--- config.mk ---
export PLATFORM = sky130hd
export DESIGN_NAME = board_line_scanner_flat
export DESIGN_NICKNAME = d
export VERILOG_FILES = /design/src/rtl/board_line_scanner_if.sv /design/src/rtl/board_line_scanner.sv /design/src/flat_wrapper.sv
export SDC_FILE = /design/constraint.sdc
export NUM_CORES = 1
export LEC_CHECK = 0
export ABC_AREA = 1
export ABC_CLOCK_PERIOD_IN_PS = 4200
export BUFFER_PORTS_ARGS = -buffer_cell sky130_fd_sc_hd__buf_4
export CORE_AREA = 3 3 107 109
export CTS_CLUSTER_DIAMETER = 80
export DETAILED_ROUTE_END_ITERATION = 6
export DIE_AREA = 0 0 110 112
export GPL_TIMING_DRIVEN = 0
export PLACE_DENSITY = 0.66
export SYNTH_ARGS = -nofsm -noshare
export SYNTH_HDL_FRONTEND = slang
export SYNTH_SLANG_ARGS = --single-unit
--- constraint.sdc ---
create_clock -name clk -period 4.2 [get_ports clk]
set_clock_uncertainty 0.1 [all_clocks]
set_input_delay 0.21 -clock clk [delete_from_list [all_inputs] [get_ports clk]]
set_output_delay 0.21 -clock clk [all_outputs]
set_load 0.02 [all_outputs]
--- src/rtl/board_line_scanner_if.sv ---
// rtl/board_line_scanner_if.sv - scan request, board RAM read port and scan results bundle
interface board_line_scanner_if #(
    parameter int COLS    = 10,
    parameter int ROWS    = 20,
    parameter int ADDR_W  = 5,
    parameter int COLOR_W = 24,
    parameter int CNT_W   = 5
);
    logic                      start;
    logic                      rd_en;
    logic [ADDR_W-1:0]         rd_row;
    logic [COLS*COLOR_W-1:0]   rd_data;
    logic                      busy;
    logic                      done;
    logic [ROWS-1:0]           full_mask;
    logic [CNT_W-1:0]          full_count;
    logic                      any_full;
    logic [ADDR_W-1:0]         bottom_full;
    logic                      top_occupied;

    modport master (
        output start,
        input  rd_en,
        input  rd_row,
        output rd_data,
        input  busy,
        input  done,
        input  full_mask,
        input  full_count,
        input  any_full,
        input  bottom_full,
        input  top_occupied
    );

    modport slave (
        input  start,
        output rd_en,
        output rd_row,
        input  rd_data,
        output busy,
        output done,
        output full_mask,
        output full_count,
        output any_full,
        output bottom_full,
        output top_occupied
    );
endinterface

--- src/rtl/board_line_scanner.sv ---
// rtl/board_line_scanner.sv - sweeps all board rows, reports full rows, their count and top-row occupancy
module board_line_scanner #(
    parameter int                 COLS        = 10,
    parameter int                 ROWS        = 20,
    parameter int                 ADDR_W      = 5,
    parameter int                 COLOR_W     = 24,
    parameter int                 CNT_W       = 5,
    parameter logic [COLOR_W-1:0] EMPTY_COLOR = '0
) (
    input  logic                 clk,
    input  logic                 rst_n,
    board_line_scanner_if.slave  bus
);

    typedef enum logic [1:0] {IDLE, SCAN, DRAIN, DONE} state_t;

    state_t             state, state_n;
    logic               rd_en_q, rd_en_n;
    logic [ADDR_W-1:0]  rd_row_q, rd_row_n;
    logic               busy_q, busy_n;
    logic               done_q, done_n;
    logic [ROWS-1:0]    mask_q, mask_n;
    logic [CNT_W-1:0]   cnt_q, cnt_n;
    logic               any_q, any_n;
    logic [ADDR_W-1:0]  bottom_q, bottom_n;
    logic               top_q, top_n;

    logic               row_full;
    logic               row_occ;
    logic               eval_en;
    logic [ADDR_W-1:0]  eval_row;

    always_comb begin
        row_full = 1'b1;
        row_occ  = 1'b0;
        for (int i = 0; i < COLS; i++) begin
            if (bus.rd_data[i*COLOR_W +: COLOR_W] == EMPTY_COLOR)
                row_full = 1'b0;
            else
                row_occ = 1'b1;
        end
    end

    // RAM data lags the address by one cycle, so SCAN judges the previous row
    // and DRAIN picks up the last row after the address phase has ended.
    assign eval_en  = ((state == SCAN) && (rd_row_q != '0)) || (state == DRAIN);
    assign eval_row = (state == DRAIN) ? ADDR_W'(ROWS - 1) : (rd_row_q - ADDR_W'(1));

    always_comb begin
        state_n  = state;
        rd_en_n  = rd_en_q;
        rd_row_n = rd_row_q;
        busy_n   = busy_q;
        done_n   = done_q;
        mask_n   = mask_q;
        cnt_n    = cnt_q;
        any_n    = any_q;
        bottom_n = bottom_q;
        top_n    = top_q;

        case (state)
            IDLE: begin
                rd_en_n  = 1'b0;
                rd_row_n = '0;
                busy_n   = 1'b0;
                done_n   = 1'b0;
                if (bus.start) begin
                    mask_n   = '0;
                    cnt_n    = '0;
                    any_n    = 1'b0;
                    bottom_n = '0;
                    top_n    = 1'b0;
                    rd_en_n  = 1'b1;
                    busy_n   = 1'b1;
                    state_n  = SCAN;
                end
            end
            SCAN: begin
                if (rd_row_q == ADDR_W'(ROWS - 1)) begin
                    rd_en_n = 1'b0;
                    state_n = DRAIN;
                end else begin
                    rd_row_n = rd_row_q + ADDR_W'(1);
                end
            end
            DRAIN: begin
                rd_row_n = '0;
                busy_n   = 1'b0;
                done_n   = 1'b1;
                state_n  = DONE;
            end
            DONE: begin
                done_n  = 1'b0;
                state_n = IDLE;
            end
            default: begin
                state_n = IDLE;
            end
        endcase

        // Rows arrive in ascending order, so bottom_full ends on the lowest full row.
        if (eval_en && row_full) begin
            for (int k = 0; k < ROWS; k++) begin
                if (eval_row == ADDR_W'(k))
                    mask_n[k] = 1'b1;
            end
            if (cnt_q != {CNT_W{1'b1}})
                cnt_n = cnt_q + CNT_W'(1);
            any_n    = 1'b1;
            bottom_n = eval_row;
        end
        if (eval_en && (eval_row == '0) && row_occ)
            top_n = 1'b1;
    end

    always_ff @(posedge clk) begin
        if (!rst_n) begin
            state    <= IDLE;
            rd_en_q  <= 1'b0;
            rd_row_q <= '0;
            busy_q   <= 1'b0;
            done_q   <= 1'b0;
            mask_q   <= '0;
            cnt_q    <= '0;
            any_q    <= 1'b0;
            bottom_q <= '0;
            top_q    <= 1'b0;
        end else begin
            state    <= state_n;
            rd_en_q  <= rd_en_n;
            rd_row_q <= rd_row_n;
            busy_q   <= busy_n;
            done_q   <= done_n;
            mask_q   <= mask_n;
            cnt_q    <= cnt_n;
            any_q    <= any_n;
            bottom_q <= bottom_n;
            top_q    <= top_n;
        end
    end

    assign bus.rd_en        = rd_en_q;
    assign bus.rd_row       = rd_row_q;
    assign bus.busy         = busy_q;
    assign bus.done         = done_q;
    assign bus.full_mask    = mask_q;
    assign bus.full_count   = cnt_q;
    assign bus.any_full     = any_q;
    assign bus.bottom_full  = bottom_q;
    assign bus.top_occupied = top_q;

endmodule

--- src/flat_wrapper.sv ---
// flat-port wrapper written by rule: the top's interface ports become plain ports
module board_line_scanner_flat 
#(
    parameter int                 COLS        = 10,
    parameter int                 ROWS        = 20,
    parameter int                 ADDR_W      = 5,
    parameter int                 COLOR_W     = 24,
    parameter int                 CNT_W       = 5,
    parameter logic [COLOR_W-1:0] EMPTY_COLOR = '0
)
  (clk, rst_n, bus_start, bus_rd_en, bus_rd_row, bus_rd_data, bus_busy, bus_done, bus_full_mask, bus_full_count, bus_any_full, bus_bottom_full, bus_top_occupied);
  board_line_scanner_if #(.COLS(COLS), .ROWS(ROWS), .ADDR_W(ADDR_W), .COLOR_W(COLOR_W), .CNT_W(CNT_W)) bus_i ();
  input  logic clk;
  input  logic rst_n;
  input wire logic [$bits(bus_i.start)-1:0] bus_start;
  output wire logic [$bits(bus_i.rd_en)-1:0] bus_rd_en;
  output wire logic [$bits(bus_i.rd_row)-1:0] bus_rd_row;
  input wire logic [$bits(bus_i.rd_data)-1:0] bus_rd_data;
  output wire logic [$bits(bus_i.busy)-1:0] bus_busy;
  output wire logic [$bits(bus_i.done)-1:0] bus_done;
  output wire logic [$bits(bus_i.full_mask)-1:0] bus_full_mask;
  output wire logic [$bits(bus_i.full_count)-1:0] bus_full_count;
  output wire logic [$bits(bus_i.any_full)-1:0] bus_any_full;
  output wire logic [$bits(bus_i.bottom_full)-1:0] bus_bottom_full;
  output wire logic [$bits(bus_i.top_occupied)-1:0] bus_top_occupied;
  assign bus_i.start = bus_start;
  assign bus_rd_en = bus_i.rd_en;
  assign bus_rd_row = bus_i.rd_row;
  assign bus_i.rd_data = bus_rd_data;
  assign bus_busy = bus_i.busy;
  assign bus_done = bus_i.done;
  assign bus_full_mask = bus_i.full_mask;
  assign bus_full_count = bus_i.full_count;
  assign bus_any_full = bus_i.any_full;
  assign bus_bottom_full = bus_i.bottom_full;
  assign bus_top_occupied = bus_i.top_occupied;
  board_line_scanner #(.COLS(COLS), .ROWS(ROWS), .ADDR_W(ADDR_W), .COLOR_W(COLOR_W), .CNT_W(CNT_W), .EMPTY_COLOR(EMPTY_COLOR)) u_core (.clk(clk), .rst_n(rst_n), .bus(bus_i));
endmodule
Yosys cells after proc, flatten, opt, wreduce, memory -nomap -nowiden
Index checks and enable logic that the tools add are counted.
{ "classes": {"order_cmp": 0, "add_sub_neg": 3, "mux": 64, "reduce_logical": 33, "n_mul": 0, "n_bitwise": 0, "shift": 0, "div_mod_pow": 0, "eq_ne": 27} }
{ "op_table": {"columns": ["op", "n"], "rows": [
  ["$logic_not A24 Y1", 10],
  ["$mux W20", 3],
  ["$mux W1", 45],
  ["$mux W5", 9],
  ["$eq A5 B4 Y1 const B", 8],
  ["$eq A5 B5 Y1 const B", 5],
  ["$eq A5 B3 Y1 const B", 4],
  ["$reduce_bool A2 Y1", 8],
  ["$add A5 B1 Y5 const B", 2],
  ["$eq A5 B2 Y1 const B", 2],
  ["$pmux W5 S2", 1],
  ["$reduce_and A2 Y1", 5],
  ["$pmux W2 S4", 1],
  ["$ne A2 B2 Y1 const B", 3],
  ["$pmux W1 S2", 3],
  ["$eq A5 B1 Y1 const B", 1],
  ["$logic_not A5 Y1", 1],
  ["$ne A5 B5 Y1 const B", 1],
  ["$reduce_bool A5 Y1", 1],
  ["$sub A5 B1 Y5 const B", 1],
  ["$eq A2 B2 Y1 const B", 2],
  ["$logic_and A1 B1 Y1", 4],
  ["$mux W2", 2],
  ["$reduce_or A2 Y1", 2],
  ["3 further kinds", 3]
]} }
{ "totals": {"memories": 0, "elab_cells": 137, "romBits": 0, "mem_bits_rw": 0, "register_bits": 42, "latchBits": 0} }

Depth between registers and ports, before layout
Gate-level depths: netlist of the first run.
{ "depth": {"depth_word": 14, "mapped_depth": 11} }

Worst setup path before layout of the first run
OpenSTA, ideal clock, no wires.
{ "synth_timing": {"kind": "register to register", "startpoint": "register u_core.rd_row_q[0], in the netlist u_core.bus.rd_row[0]", "endpoint": "register u_core.mask_q[19], in the netlist u_core.bus.full_mask[19]", "setup_ns": 0.131, "path_slack_ns": 2.351, "required_time_ns": 3.969, "arrival_ns": 1.618, "stages_incl_launch_ff": 10, "path_cell_list": "dfxtp_1 -> inv_1 -> ha_1 -> nand3_2 -> a21oi_4 -> nor2_4 -> nand3_4 -> buf_6 -> nand2_1 -> a21oi_2"} }
{ "synth_via": {"elab_chain_len": 5, "word_cells_on_any_way": 9, "cone_classes": "add/sub (1); eq/ne (1); mux (3); reduce/logical (4)"} }
{ "synth_lines": {"columns": ["element", "line", "source"], "rows": [
  ["from (decl)", "board_line_scanner.sv:19", "logic [ADDR_W-1:0] rd_row_q, rd_row_n;"],
  ["from (signal assigned)", "board_line_scanner.sv:131", "rd_row_q <= rd_row_n;"],
  ["$sub A5 B1 Y5 or $reduce_bool A5 Y1 (tied branches)", "board_line_scanner.sv:47, board_line_scanner.sv:46", null],
  ["$mux W5 or $logic_and A1 B1 Y1 (tied branches)", "board_line_scanner.sv:47, board_line_scanner.sv:46", null],
  ["$eq A5 B5 Y1 or $logic_or A1 B1 Y1 (tied branches)", "board_line_scanner.sv:104, board_line_scanner.sv:46", null],
  ["$mux W1 or $logic_and A1 B1 Y1 (tied branches)", "board_line_scanner.sv:104, board_line_scanner.sv:102", null],
  ["$mux W20 *", "board_line_scanner.sv:102", "if (eval_en && row_full) begin"],
  ["to (signal assigned)", "board_line_scanner.sv:134", "mask_q <= mask_n;"],
  ["to (decl)", "board_line_scanner.sv:22", "logic [ROWS-1:0] mask_q, mask_n;"]
]} }
Every way passes the cells marked *; elsewhere a longest branch is shown, timed or not.
A chain may end at the register's enable or synchronous reset.

Worst setup path after layout of the first run
{ "layout_timing": {"startpoint": "register u_core.rd_row_q[0], in the netlist u_core.bus.rd_row[0]", "endpoint": "register u_core.mask_q[5], in the netlist u_core.bus.full_mask[5]"} }
{ "layout_via": {"elab_chain_len": 5, "word_cells_on_any_way": 9, "cone_classes": "add/sub (1); eq/ne (1); mux (3); reduce/logical (4)"} }
{ "layout_lines": {"columns": ["element", "line"], "rows": [
  ["$sub A5 B1 Y5 or $reduce_bool A5 Y1 (tied branches)", "board_line_scanner.sv:47, board_line_scanner.sv:46"],
  ["$mux W5 or $logic_and A1 B1 Y1 (tied branches)", "board_line_scanner.sv:47, board_line_scanner.sv:46"],
  ["$eq A5 B3 Y1 or $logic_or A1 B1 Y1 (tied branches)", "board_line_scanner.sv:104, board_line_scanner.sv:46"],
  ["$mux W1 or $logic_and A1 B1 Y1 (tied branches)", "board_line_scanner.sv:104, board_line_scanner.sv:102"],
  ["$mux W20 *", "board_line_scanner.sv:102"]
]} }
Marks and branches as above.

==> results of run 1 <==
## registers in the layout, summed over array words and instances (netlist names)
name                     cells
u_core.bus.full_mask        20
u_core.bus.bottom_full       5
u_core.bus.full_count        5
u_core.bus.rd_row            5
u_core.state                 2
u_core.bus.any_full          1
u_core.bus.busy              1
u_core.bus.done              1
u_core.bus.rd_en             1
u_core.bus.top_occupied      1
## area by class of cell
type                       instances  area, sq um
clock inverter                     3         40.0
clock buffer                       5         68.8
multi-input combinational        457         2120
timing repair buffer             282         2120
inverter                          28          106
sequential                        42          841
buffer                            16         87.6
tap                              140          175
fill                            1100         5140
## kinds of logic (layout without fill, tap and decap cells)
family / after synthesis / count (layout)
buffers and inverters: 44 / 334
AO/OA/AOI/OAI: 65 / 65
AND/OR/NAND/NOR: 384 / 384
flip-flops: 42 / 42
adder cells (fa/ha/maj): 8 / 8
## report_power, final
group / switching, mW / internal (mW)
clock: 0.144 / 0.175
combinational: 0.520 / 0.378
sequential: 0.0468 / 0.451
## worst paths after layout
kind | end | start | slack, ns | cells after the start
max | u_core.bus.full_mask[5] | u_core.bus.rd_row[0] | 2.11 | 8
min | u_core.bus.rd_row[0] | rst_n | 0.09 | 3
max reg2reg | u_core.bus.full_mask[5] | u_core.bus.rd_row[0] | 2.11 | 8
min reg2reg | u_core.bus.done | u_core.bus.done | 0.36 | 2
## placed cells by master (no fill, tap or decap)
master and n:
a21oi_1 36, clkbuf_4 1, a21oi_2 4, o21bai_1 1
clkbuf_8 5, nand3_4 1, nand2_2 3, clkinv_1 1
dfxtp_1 42, buf_2 7, inv_2 3, a31oi_2 1
nor2_2 3, buf_4 284, nand3b_1 1, nand3_2 5
o21ai_0 19, nand2_1 115, a21oi_4 1, nand4_1 35
clkbuf_1 5, inv_1 23, buf_6 1, clkinv_2 3
nor2_4 2, nand3_1 29, bufinv_16 1, o21a_1 1
o21ai_2 1, nor3_1 3, nor2_1 186, or2_2 1
o21ai_1 1, ha_1 8
## metal layers
| layer | track usage (%) | vias up | share of wire [%] |
|---|---|---|---|
| met5 | 0 | - | 0 |
| met1 | 24.1 | 1997 | 38 |
| met3 | 4.75 | 29 | 9.6 |
| met4 | 4.82 | 0 | 2.0 |
| met2 | 39.1 | 233 | 50 |
| li1 | - | 2356 | - |
## worst max-delay path: stages (launching register included)
cell	delay, ns
dfxtp_1	0.52
inv_1	0.14
ha_1	0.39
nand2_1	0.12
nor2_1	0.22
nand2_1	0.15
nor2_1	0.12
nand4_1	0.11
a21oi_1	0.15
==> flow_summary.yaml, run 1 <==
layout:
  final_core_util_pct: 51.9
  fin_nets: 1083
  finalNonFillerCells: 973
  num_antenna_cells: 0
  layout-drive-gt1-share_pct: 39.3
  finalInstanceArea_sq_um: 5550
  area_delta_synth_final_pct: 76.2
grt:
  grt_pass1_vias: 4351
  antenna_found_initial: 0
  grt_usage_pct: 21.1
  grt_start_max_net_pins: 14
  grt_first_pass_wirelength_mm: 20.4
  grt-ovfl-total: 0
cts:
  cts_made_buffers: 5
  ctsResizeCount: 0
  clock_sinks: 42
  cts_setup_buffers: 0
  clk_path_buf_depth: 2
  clk_pin_slew_ns: 0.08
  holdBufCountCts: 0
  clk_latency_ns: 0.29
  htreeDepth: 2
  tritoncts: "done"
  clock-root-buffer: "clkbuf_8"
logic_synthesis:
  yosys_warnings: 0
  yosysUniqueCellTypes: 32
  yosys.area_share.simple_pct: 52.3
  syn_inst: 543
  synthAdderAreaFrac_pct: 3.17
  synth.yosys.seq_area_share_pct: 26.7
  async_reset_ff_share_pct: 0
  synthTopCellsByArea: "dfxtp_1, nor2_1, nand2_1"
  synth_edf_count: 0
  synth_area_sq_um: 3150
  synth_most_common_cell: "nor2_1"
  synthXorXnorAreaFrac_pct: 0
  yosys.area.top_type: "dfxtp_1"
  synth_area_per_cell_sq_um: 5.81
  synth-main-ff-cell: "dfxtp_1"
  synth_top_family_by_area: "simple AND/OR/NAND/NOR gates"
  synth_top_area_share_pct: 26.7
  synth_commonest_cells: "nor2_1, nand2_1, dfxtp_1, a21oi_1, nand4_1"
  synth_compound_area_share_pct: 11.7
  muxShareOfSynthArea_pct: 0
  ys_ff_latch: 42
  syn_nets: 794
sta:
  setup_viol: 0
  slew_viol_final: 0
  holdWs_ns: 0.0855
  fin_ws_ns: 2.11
  hold_violations: 0
  rsz0062_at_grt: "false"
  fin_crit_sh_pct: 49.9
  min_period_ns: 2.09
  tns_ns: 0
  fmax_mhz: 477
  tightest_slew_ns: 0.587
  worst_slew_margin_rel_pct: 60.8
power_and_ir_drop:
  p_leak_nw: 2.59
  peakVddDrop_uv: 210
  power_density_nw_per_um2: 309
  finalPower_mw: 1.71
placed_design:
  place.gp.congestion: 0.900
  post-place-ws_ns: 2.18
  placed_area_sq_um: 5450
  dp_cells: 965
  port_buffers: 282
  dp_hpwl_mm: 12.2
worst_setup_path:
  cp.arrival_ns: 2.22
  endpoint_kind: "flop"
  critPathKind: "reg2reg"
  start_kind: "flop"
  cp.required_ns: 4.32
  cp_max_fo: 8
routing:
  ant_nets: 0
  first_pass_iters: 5
  vias_per_cell: 4.74
  drtIter0Drc: 311
  finalWirelength_mm: 14.0
  drc: 0
  wl_per_cell_um: 14.4
  vias: 4615
floorplan:
  io_pins: 283
  die_w_um: 110
  die_height_um: 112
  fp.dieArea_sq_um: 12300
  rows: 38
  start_util_pct: 29.5
  core_sq_um: 10700
outcome:
  outcome: "finished clean"
worst_hold_path:
  hold_path_class: "in2reg"
job:
  drv_cap: 0
Power figures use the tool's default switching activity.
==> inputs of run 2 (changes only) <==
--- a/config.mk
+++ b/config.mk
@@ -6,14 +6,14 @@
 export NUM_CORES = 1
 export LEC_CHECK = 0
 export ABC_AREA = 1
-export ABC_CLOCK_PERIOD_IN_PS = 4200
+export ABC_CLOCK_PERIOD_IN_PS = 1900
 export BUFFER_PORTS_ARGS = -buffer_cell sky130_fd_sc_hd__buf_4
-export CORE_AREA = 3 3 107 109
+export CORE_AREA = 3 3 108 110
 export CTS_CLUSTER_DIAMETER = 80
 export DETAILED_ROUTE_END_ITERATION = 6
-export DIE_AREA = 0 0 110 112
+export DIE_AREA = 0 0 111 113
 export GPL_TIMING_DRIVEN = 0
-export PLACE_DENSITY = 0.66
+export PLACE_DENSITY = 0.67
 export SYNTH_ARGS = -nofsm -noshare
 export SYNTH_HDL_FRONTEND = slang
 export SYNTH_SLANG_ARGS = --single-unit
==> constraint.sdc (replaced) <==
create_clock -name clk -period 1.9 [get_ports clk]
set_clock_uncertainty 0.1 [all_clocks]
set_input_delay 0.095 -clock clk [delete_from_list [all_inputs] [get_ports clk]]
set_output_delay 0.095 -clock clk [all_outputs]
set_load 0.02 [all_outputs]
==> flow_summary.yaml, run 2 (same netlist as run 1, synthesis figures left out) <==
outcome:
  outcome: "finished clean"
grt:
  grt_use_met2_pct: 40.2
  grt-ovfl-total: 0
  grt_start_max_net_pins: 20
  busiest_layer: "met2"
  grt_usage_pct: 21.7
  antenna_found_initial: 1
  grt_first_pass_wirelength_mm: 22.0
  grt_use_met3_pct: 5.88
  grtUsageMet1_pct: 24.5
  grt_pass1_vias: 4535
placed_design:
  port_buffers: 282
  post-place-ws_ns: -0.121
  place.gp.congestion: 1.03
  dp_hpwl_mm: 12.4
  placed_area_sq_um: 5450
routing:
  ant_nets: 0
  vias: 4654
  wl_per_cell_um: 15.0
  drtIter0Drc: 243
  finalWirelength_mm: 14.6
  vias_per_cell: 4.76
  drc: 0
  first_pass_iters: 5
sta:
  min_period_ns: 1.81
  slew_viol_final: 0
  fin_ws_ns: 0.0860
  worst_slew_margin_rel_pct: 59.3
  fin_crit_sh_pct: 95.5
  hold_violations: 0
  rsz0062_at_grt: "true"
  fmax_mhz: 551
  tightest_slew_ns: 0.611
  setup_viol: 0
cts:
  clk_pin_slew_ns: 0.08
  clock_sinks: 42
  htreeDepth: 2
  cts_made_buffers: 5
  clk_path_buf_depth: 2
  clk_latency_ns: 0.30
  tritoncts: "done"
  clock-root-buffer: "clkbuf_8"
power_and_ir_drop:
  power_density_nw_per_um2: 678
  p_int_mw: 2.19
  p_switching_mw: 1.65
  p_leak_nw: 2.61
  p_sw_share_pct: 43.0
  peakVddDrop_uv: 498
  pwr-share-comb_pct: 56.4
  clkPwrFrac_pct: 14.7
  power_frac_seq_pct: 29.0
  finalPower_mw: 3.85
layout:
  final_cell_mix: "buf_4, nor2_1, nand2_1"
  area_delta_synth_final_pct: 79.9
  layout-drive-gt1-share_pct: 42.5
  num_antenna_cells: 0
  fin_nets: 1088
  finalInstanceArea_sq_um: 5670
  largest_register_ffs: 20
  layout.cells.most_common: "buf_4"
worst_setup_path:
  cp.arrival_ns: 1.94
  start_kind: "flop"
  cp.required_ns: 2.03
  cp_max_fo: 6
  endpoint_kind: "flop"
  critPathKind: "reg2reg"
floorplan:
  die_height_um: 113
  rows: 38
  io_pins: 283
  start_util_pct: 29.2
  core_sq_um: 10800
  die_w_um: 111
  fp.dieArea_sq_um: 12500
worst_hold_path:
  hold_path_class: "in2reg"
job:
  drv_cap: 0
[run 2: cell types whose count changed in the layout (fill, tap and decap cells not counted), sizes merged]
cell         before  now
buf             292  297
bufinv            1    0
clkbuf           11   10
dlygate4sd3       0    1
[run 2: final timing paths]
kind	from	to	slack [ns]	depth (start not counted)
hold / removal	bus_start	u_core.bus.busy	0.05	3
setup reg to reg	u_core.state[0]	u_core.bus.full_mask[10]	0.09	9
setup / recovery	u_core.state[0]	u_core.bus.full_mask[10]	0.09	9
hold reg to reg	u_core.bus.done	u_core.bus.done	0.35	2
[run 2: final cells by class]
type | instances | area, sq um
Timing Repair Buffer | 288 | 2160
Inverter | 28 | 109
Buffer | 15 | 90.1
Fill cell | 1087 | 5120
Clock inverter | 2 | 10.0
Tap cell | 140 | 175
Multi-Input combinational cell | 457 | 2200
Clock buffer | 5 | 68.8
Sequential cell | 42 | 855
[run 2: what timing repair did]
| item | CTS | global route |
|---|---|---|
| endpoints found under the hold margin | 4 | 0 |
| endpoints found under the setup margin | 32 | 33 |
| gates cloned | 0 | 0 |
| setup buffers | 0 | 5 |
| gates resized for setup | 7 | 33 |
| hold buffers | 1 | 0 |
| pin swaps | 0 | 4 |
[run 2: through the flow]
stage	instances	setup TNS [ns]	hold WS [ns]	util, %
2_1_floorplan	543	0	0.118	-
3_3_place_gp	965	-0.818	0.272	50.5
3_5_place_dp	965	-1.98	0.267	50.5
4_1_cts	972	-0.0104	0.0447	51.3
5_1_grt	977	-0.183	0.0683	52.6
6_report	977	0	0.0467	52.6
[run 2: worst max-delay path: stages (launching register included)]
cell	delay, ns
dfxtp_2	0.36
inv_1	0.07
ha_2	0.25
inv_4	0.13
nand2_1	0.12
nor2_2	0.18
nand2_1	0.14
nor2_1	0.15
nand4_1	0.11
a21oi_1	0.14
[run 2: per-layer routing]
metal,up-vias,part of all wire [%]
li1,2361,-
met1,2004,38
met2,249,51
met3,38,8.9
met4,2,2.8
met5,-,0.14
[run 2: power groups by stage]
stage / clock network, mW / logic, mW / registers [mW]
finish: 0.564 / 2.17 / 1.11
global route: 0.616 / 2.39 / 1.13
CTS: 0.576 / 1.99 / 1.10
detailed placement: 0 / 1.98 / 1.12
global placement: 0 / 1.94 / 1.11
floorplan: 0 / 1.04 / 1.21
